[src/rtl/mul_div_unit_pkg.sv]
// Shared types and decode helpers for the iterative RV64M multiply/divide unit.
package mul_div_unit_pkg;

  localparam int XLEN = 64;

  typedef logic [XLEN-1:0] word_t;
  typedef logic            u1;

  typedef enum logic [3:0] {
    MD_MUL    = 4'd0,
    MD_MULH   = 4'd1,
    MD_MULHSU = 4'd2,
    MD_MULHU  = 4'd3,
    MD_MULW   = 4'd4,
    MD_DIV    = 4'd5,
    MD_DIVU   = 4'd6,
    MD_REM    = 4'd7,
    MD_REMU   = 4'd8,
    MD_DIVW   = 4'd9,
    MD_DIVUW  = 4'd10,
    MD_REMW   = 4'd11,
    MD_REMUW  = 4'd12
  } md_op_t;

  typedef enum logic [1:0] {
    ST_IDLE,
    ST_RUN,
    ST_FIX,
    ST_DONE
  } md_state_t;

  // True for any encoding that names an M-extension operation.
  function automatic u1 is_mulalu(input logic [3:0] code);
    return code <= 4'd12;
  endfunction

  function automatic u1 is_div(input md_op_t op);
    return op inside {MD_DIV, MD_DIVU, MD_REM, MD_REMU, MD_DIVW, MD_DIVUW, MD_REMW, MD_REMUW};
  endfunction

  function automatic u1 is_rem(input md_op_t op);
    return op inside {MD_REM, MD_REMU, MD_REMW, MD_REMUW};
  endfunction

  function automatic u1 is_word(input md_op_t op);
    return op inside {MD_MULW, MD_DIVW, MD_DIVUW, MD_REMW, MD_REMUW};
  endfunction

  // Operand signedness: MULHSU treats only rs1 as signed.
  function automatic u1 signed_a(input md_op_t op);
    return op inside {MD_MUL, MD_MULH, MD_MULHSU, MD_MULW, MD_DIV, MD_REM, MD_DIVW, MD_REMW};
  endfunction

  function automatic u1 signed_b(input md_op_t op);
    return op inside {MD_MUL, MD_MULH, MD_MULW, MD_DIV, MD_REM, MD_DIVW, MD_REMW};
  endfunction

  function automatic word_t sext32(input logic [31:0] v);
    return {{(XLEN-32){v[31]}}, v};
  endfunction

endpackage

[src/rtl/mul_div_unit_if.sv]
// Request/response interface between execute (master) and the multiply/divide unit (slave).
interface mul_div_unit_if;
  import mul_div_unit_pkg::*;

  logic   valid;
  md_op_t op;
  word_t  src_a;
  word_t  src_b;
  logic   flush;
  logic   busy;
  logic   finish;
  word_t  result;

  modport master (output valid, op, src_a, src_b, flush, input busy, finish, result);
  modport slave  (input valid, op, src_a, src_b, flush, output busy, finish, result);
endinterface

[src/rtl/mul_div_unit_special.sv]
// Detects divide-by-zero and signed overflow and produces the bypass result.
module md_special
  import mul_div_unit_pkg::*;
(
  input  md_op_t op,
  input  word_t  a_ext,
  input  word_t  b_ext,
  output u1      special,
  output word_t  result
);

  word_t min_val;

  // Classify the request and pick the architectural result for the corner cases.
  always_comb begin
    special = 1'b0;
    result  = '0;
    min_val = is_word(op) ? sext32(32'h8000_0000) : {1'b1, {(XLEN-1){1'b0}}};
    if (is_div(op)) begin
      if (b_ext == '0) begin
        special = 1'b1;
        result  = is_rem(op) ? (is_word(op) ? sext32(a_ext[31:0]) : a_ext) : '1;
      end else if (signed_b(op) && a_ext == min_val && b_ext == '1) begin
        special = 1'b1;
        result  = is_rem(op) ? '0 : min_val;
      end
    end
  end

endmodule

[src/rtl/mul_div_unit.sv]
// Iterative RV64M multiply/divide: shift-add multiply and restoring divide, one bit per cycle.
module mul_div_unit
  import mul_div_unit_pkg::*;
#(
  parameter bit MUL_EARLY_OUT = 1'b0
) (
  input  logic          clk,
  input  logic          resetn,
  mul_div_unit_if.slave md
);

  md_state_t state, state_next;

  md_op_t            op_q;
  u1                 neg_a_q, neg_b_q;
  logic [5:0]        count;
  logic [2*XLEN-1:0] prod, mcand;
  word_t             mplier, quo, rem, divisor, result_q;

  u1     word_op, neg_a, neg_b, accept, special, run_done, div_ge;
  word_t a_ext, b_ext, mag_a, mag_b, special_result, rem_step, quo_fix, rem_fix, fix_result;
  logic [XLEN:0]     div_shift, div_diff;
  logic [2*XLEN-1:0] prod_fix;

  // Word-extend the incoming operands and take magnitudes so the core iterates unsigned.
  always_comb begin
    // NOTE: every signal written here gets a default first, so no latch can be inferred.
    word_op = is_word(md.op);
    a_ext   = md.src_a;
    b_ext   = md.src_b;
    if (word_op) begin
      a_ext = signed_a(md.op) ? sext32(md.src_a[31:0]) : {32'b0, md.src_a[31:0]};
      b_ext = signed_b(md.op) ? sext32(md.src_b[31:0]) : {32'b0, md.src_b[31:0]};
    end
    neg_a = signed_a(md.op) && a_ext[XLEN-1];
    neg_b = signed_b(md.op) && b_ext[XLEN-1];
    mag_a = neg_a ? -a_ext : a_ext;
    mag_b = neg_b ? -b_ext : b_ext;
  end

  md_special u_special (
    .op      (md.op),
    .a_ext   (a_ext),
    .b_ext   (b_ext),
    .special (special),
    .result  (special_result)
  );

  assign accept = (state == ST_IDLE) && md.valid && !md.flush;

  // One restoring-divide step: shift in the next dividend bit, subtract if it fits.
  always_comb begin
    div_shift = {rem, quo[XLEN-1]};
    div_diff  = div_shift - {1'b0, divisor};
    div_ge    = !div_diff[XLEN];
    rem_step  = div_ge ? div_diff[XLEN-1:0] : div_shift[XLEN-1:0];
  end

  // Last iteration reached, or (optionally) no multiplier bits left to add.
  always_comb begin
    run_done = (count == '0) ||
               (MUL_EARLY_OUT && !is_div(op_q) && mplier[XLEN-1:1] == '0);
  end

  // Sign correction, word truncation and sign extension of the raw core outputs.
  always_comb begin
    prod_fix   = (neg_a_q ^ neg_b_q) ? -prod : prod;
    quo_fix    = (neg_a_q ^ neg_b_q) ? -quo  : quo;
    rem_fix    = neg_a_q ? -rem : rem;
    fix_result = '0;
    case (op_q)
      MD_MUL:                        fix_result = prod_fix[XLEN-1:0];
      MD_MULH, MD_MULHSU, MD_MULHU:  fix_result = prod_fix[2*XLEN-1:XLEN];
      MD_MULW:                       fix_result = sext32(prod_fix[31:0]);
      MD_DIV, MD_DIVU:               fix_result = quo_fix;
      MD_REM, MD_REMU:               fix_result = rem_fix;
      MD_DIVW, MD_DIVUW:             fix_result = sext32(quo_fix[31:0]);
      MD_REMW, MD_REMUW:             fix_result = sext32(rem_fix[31:0]);
      default:                       fix_result = '0;
    endcase
  end

  // State register.
  always_ff @(posedge clk or negedge resetn) begin
    // NOTE: sequential state uses non-blocking assignments so every flop samples pre-edge values.
    if (!resetn) state <= ST_IDLE;
    else         state <= state_next;
  end

  // Next-state logic; flush overrides everything and returns to IDLE.
  always_comb begin
    state_next = state;
    if (md.flush) begin
      state_next = ST_IDLE;
    end else begin
      case (state)
        ST_IDLE: if (md.valid) state_next = special ? ST_DONE : ST_RUN;
        ST_RUN:  if (run_done) state_next = ST_FIX;
        ST_FIX:  state_next = ST_DONE;
        ST_DONE: state_next = ST_IDLE;
        default: state_next = ST_IDLE;
      endcase
    end
  end

  // Outputs decoded from the state.
  always_comb begin
    md.busy   = (state != ST_IDLE);
    md.finish = (state == ST_DONE) && !md.flush;
  end

  assign md.result = result_q;

  // Operand latch, per-cycle iteration and result write-back.
  always_ff @(posedge clk or negedge resetn) begin
    if (!resetn) begin
      // NOTE: the iteration registers are reset too, so a reset mid-operation leaves no stale state.
      op_q     <= MD_MUL;
      neg_a_q  <= 1'b0;
      neg_b_q  <= 1'b0;
      count    <= '0;
      prod     <= '0;
      mcand    <= '0;
      mplier   <= '0;
      quo      <= '0;
      rem      <= '0;
      divisor  <= '0;
      result_q <= '0;
    end else if (accept) begin
      op_q    <= md.op;
      neg_a_q <= neg_a;
      neg_b_q <= neg_b;
      count   <= word_op ? 6'd31 : 6'd63;
      prod    <= '0;
      mcand   <= {{XLEN{1'b0}}, mag_a};
      mplier  <= mag_b;
      quo     <= word_op ? {mag_a[31:0], 32'b0} : mag_a;
      rem     <= '0;
      divisor <= mag_b;
      if (special) result_q <= special_result;
    end else if (state == ST_RUN && !md.flush) begin
      count <= count - 6'd1;
      if (is_div(op_q)) begin
        quo <= {quo[XLEN-2:0], div_ge};
        rem <= rem_step;
      end else begin
        if (mplier[0]) prod <= prod + mcand;
        mcand  <= mcand << 1;
        mplier <= mplier >> 1;
      end
    end else if (state == ST_FIX && !md.flush) begin
      result_q <= fix_result;
    end
  end

endmodule

[src/flat_wrapper.sv]
// flat-port wrapper written by rule: the top's interface ports become plain ports
module mul_div_unit_flat import mul_div_unit_pkg::*;
#(
  parameter bit MUL_EARLY_OUT = 1'b0
)
  (clk, resetn, md_valid, md_op, md_src_a, md_src_b, md_flush, md_busy, md_finish, md_result);
  mul_div_unit_if md_i ();
  input  logic clk;
  input  logic resetn;
  input wire logic [$bits(md_i.valid)-1:0] md_valid;
  input wire logic [$bits(md_i.op)-1:0] md_op;
  input wire logic [$bits(md_i.src_a)-1:0] md_src_a;
  input wire logic [$bits(md_i.src_b)-1:0] md_src_b;
  input wire logic [$bits(md_i.flush)-1:0] md_flush;
  output wire logic [$bits(md_i.busy)-1:0] md_busy;
  output wire logic [$bits(md_i.finish)-1:0] md_finish;
  output wire logic [$bits(md_i.result)-1:0] md_result;
  assign md_i.valid = md_valid;
  assign md_i.op = md_op;
  assign md_i.src_a = md_src_a;
  assign md_i.src_b = md_src_b;
  assign md_i.flush = md_flush;
  assign md_busy = md_i.busy;
  assign md_finish = md_i.finish;
  assign md_result = md_i.result;
  mul_div_unit #(.MUL_EARLY_OUT(MUL_EARLY_OUT)) u_core (.clk(clk), .resetn(resetn), .md(md_i));
endmodule
[config.mk]
export PLATFORM = sky130hd
export DESIGN_NAME = mul_div_unit_flat
export DESIGN_NICKNAME = d
export VERILOG_FILES = /design/src/rtl/mul_div_unit_pkg.sv /design/src/rtl/mul_div_unit_if.sv /design/src/rtl/mul_div_unit_special.sv /design/src/rtl/mul_div_unit.sv /design/src/flat_wrapper.sv
export SDC_FILE = /design/constraint.sdc
export NUM_CORES = 2
export LEC_CHECK = 0
export ABC_AREA = 1
export CAP_MARGIN = 20
export CORE_ASPECT_RATIO = 1.2
export CORE_MARGIN = 3
export CORE_UTILIZATION = 40
export DETAILED_ROUTE_END_ITERATION = 10
export GPL_ROUTABILITY_DRIVEN = 1
export SETUP_SLACK_MARGIN = 0.15
export SYNTH_ARGS = -nofsm -noshare
export SYNTH_HDL_FRONTEND = slang
export SYNTH_SLANG_ARGS = --single-unit
[constraint.sdc]
create_clock -name clk -period 5.3 [get_ports clk]
set_clock_uncertainty 0.05 [all_clocks]
set_input_delay 1.325 -clock clk [delete_from_list [all_inputs] [get_ports clk]]
set_output_delay 1.325 -clock clk [all_outputs]
set_load 0.01 [all_outputs]
==> impl_metrics.yaml <==
run_status:
  status: "complete, no violations"
placement:
  gp_congestion: 1.18
  dp_hpwl_mm: 282
  dp.cells: 11500
  io_buffers: 201
floorplan:
  start_util_pct: 40.4
  rows: 150
  io_pins: 202
  fp.coreArea_um2: 140000
  dieArea_um2: 146000
  die_x_um: 349
  die_h_um: 418
pwr:
  p_comb_share_pct: 72.2
  power.internal_uw: 18800
  power.density_nw_per_um2: 788
  p_sw_uw: 31700
  p_leak_uw: 0.0300
  p_sw_share_pct: 62.7
  ir_drop_mv: 0.548
  pwr-share-clk_pct: 10.8
  p_seq_share_pct: 17.0
final_layout:
  fin_nets: 10100
  final.fill_count: 15200
  area.growth.synth_to_final_pct: 13.3
  fin_cells: 11600
  drive_above_1_share_pct: 4.23
global_route:
  grt_pass1_wl_mm: 479
  grtUsageTotal_pct: 45.4
  grt.busiest_layer: "met2"
  overflow: 0
  use_met1_pct: 56.4
  grt_util_met2_pct: 67.6
  grt_max_degree: 113
  met3_usage_pct: 10.5
  antenna_found_initial: 19
  grt_pass1_vias: 65800
worst_setup_path:
  cpMaxStageDelayCell: "nor2_2"
  startpoint: "md_op[0]"
  cp-start-kind: "input port"
  r2r-start: "u_core.prod[2]"
  crit_type: "input port to register"
  crit_arrival_ps: 5310
  worst-path-max-fanout: 27
  worstPathRequired_ps: 5900
  path_buf_inv: 5
  cp-end-kind: "register"
  r2r_slack_ps: 750
  cp_common_cell: "nand2_1"
  crit_chain: "clkdlybuf4s50_1 > inv_1 > nand2_1 > nand2_2 > nand2_2 > inv_2 > buf_4 > nand2_1 > nand3_1 > nor2_2 > nand2_1 > nor2_2 > nand2_1 > nor2_4 > nand2_2 > inv_2 > o21ai_0 > nand2_1 > nand2_1 > nand2_1"
  crit_family: "simple AND/OR/NAND/NOR gates"
  slowest_delay_ps: 600
  r2r_end: "u_core.md.result[43]"
  reg2reg_depth: 19
sta:
  min_period_over_period_pct: 88.9
  rsz0062_at_grt: "false"
  setup_tns_ps: 0
  setup-violations-final: 0
  max_freq_ghz: 0.212
  worst_pin_slew_ps: 1190
  finalCriticalPeriod_ps: 4710
  slew_headroom_pct: 19.7
  final_hold_viol_count: 0
  finalMaxSlewViolations: 0
clock_network:
  numCtsBuffers: 75
  path_clk_slew_ps: 60
  clk_latency_ps: 740
  cts_sinks: 590
  cts_setup_buffers: 0
  cts_max_level: 3
  cts_tree: "built"
  post_cts_resize_count: 0
  clockBufferDepth: 3
  holdBufCountCts: 0
  root_buffer: "clkbuf_16"
yosys:
  synth_cell_types: 53
  synth_area_um2: 56500
  synth_flop_cell: "dfrtp_1"
  syn_avg_cell_area_um2: 5.93
  synth_nets: 9877
  async_flop_share_pct: 100
  yosys_warnings: 0
  syn-instance-count: 9536
  ys_top_cells_by_area: "dfrtp_1 (26%), nand2_1 (16%), nor2_1 (9.5%)"
  synth.top_cell.area_share_pct: 26.1
  seq_area_frac_synth_pct: 26.1
  synth-edff-count: 0
  ys_seq_elements: 590
  yosysTopAreaCell: "dfrtp_1"
min_path:
  hold_path.class: "register to register"
  whs_path_depth: 2
  holdCritStartpoint: "u_core.md.result[35]"
  holdPathEnd: "u_core.md.result[35]"
job:
  cap_viol_max_count: 0
route:
  ant_nets: 0
  drt_wl_total_mm: 341
  vias: 70900
  first_pass_iters: 7
  drc_errors: 0
  wire_per_inst_um: 29.4
  first_iter_violations: 10000
  vias_per_cell: 6.11
-- cells by family (layout without fill, tap and decap cells) --
logic type | count (synthesis) | after routing | share of synthesized area, %
compound gates | 2088 | 2088 | 20.0
simple gates | 5015 | 5015 | 36.7
buf+inv | 1475 | 1722 | 10.2
fa+ha+maj | 205 | 205 | 4.56
other cells | 0 | 7 | 0
xor+xnor | 163 | 163 | 2.53
flops | 590 | 590 | 26.1
-- per-stage QoR --
stage          hold slack, ps  instance area (um2)  worst slack, ps  util, %  power (uW)
2_1_floorplan             394                56500             1940        -       28500
3_3_place_gp              416                61500              160     44.0       43000
3_5_place_dp              415                61500             59.5     44.0       43000
4_1_cts                   430                64000              815     45.8       48500
5_1_grt                   443                64000              262     45.8       53000
6_report                  426                64000              589     45.8       50500
-- tightest hold or removal path: cells and delay by family (launching register included) --
family / cells / cell delay [ps]
and+or+nand+nor: 2 / 100
DFF: 1 / 340
-- cell usage after synthesis, types with 43 or more instances --
master,count
nand2_1,2417
nor2_1,1437
inv_1,1159
o21ai_0,953
nand3_1,751
a21oi_1,667
dfrtp_1,590
ha_1,203
clkbuf_1,193
nand4_1,162
o22ai_1,148
nor3_1,137
xor2_1,107
o211ai_1,60
xnor2_1,56
a22oi_1,46
o21ai_1,45
buf_2,44
a31oi_1,43
-- layout make-up --
cell class	instances	area [um2]	area share [%]
multi-input cells	7471	36100	56.4
flip-flops and latches	590	14800	23.1
inverters	1180	4440	6.94
repair buffers	410	3940	6.15
well taps	1824	2280	3.56
clock buffers	95	2070	3.24
clock inverters	37	424	0.662
diodes	7	17.5	0.0274
-- cells in the final DEF, fill, tap and decap left out, types with 47 or more instances in the layout --
| master | instances |
|---|---|
| o211ai_1 | 60 |
| xnor2_1 | 56 |
| o21ai_0 | 950 |
| clkdlybuf4s50_1 | 200 |
| xor2_1 | 107 |
| nand2_1 | 2414 |
| ha_1 | 203 |
| inv_1 | 1155 |
| o22ai_1 | 148 |
| dfrtp_1 | 589 |
| clkbuf_16 | 76 |
| o21ai_1 | 47 |
| nor3_1 | 135 |
| buf_4 | 181 |
| nor2_1 | 1433 |
| nand3_1 | 751 |
| a21oi_1 | 667 |
| nand4_1 | 162 |
-- worst max path at each step --
| stage | end | slack [ps] | cells past startpoint |
|---|---|---|---|
| global route | u_core.md.result[0] | 260 | 20 |
| global placement | u_core.md.result[21] | 160 | 20 |
| finish | u_core.md.result[21] | 590 | 20 |
| floorplan | u_core.md.result[26] | 1940 | 19 |
| CTS | u_core.md.result[24] | 810 | 20 |
| detailed placement | u_core.md.result[11] | 60 | 20 |
-- routing by layer --
metal / share of wire [%] / routed length [um]
met1: 38 / 129000
met5: 0.042 / 143
met3: 11 / 36700
met4: 9.6 / 32600
met2: 42 / 143000
-- registers in the layout, indices dropped and copies added (netlist names) --
register          count
u_core.mcand        128
u_core.prod         128
u_core.divisor       64
u_core.md.result     64
u_core.mplier        64
u_core.quo           64
u_core.rem           64
u_core.count          6
u_core.op_q           4
u_core.state          2
u_core.neg_a_q        1
u_core.neg_b_q        1
-- power groups by stage --
stage / clock network, uW / logic (uW) / registers [uW]
2_1_floorplan: 0 / 21100 / 7340
3_3_place_gp: 0 / 34500 / 8420
3_5_place_dp: 0 / 34500 / 8420
4_1_cts: 5450 / 34700 / 8370
5_1_grt: 5610 / 38800 / 8600
6_report: 5440 / 36500 / 8580
No activity file was read; power rests on OpenSTA's default activity.
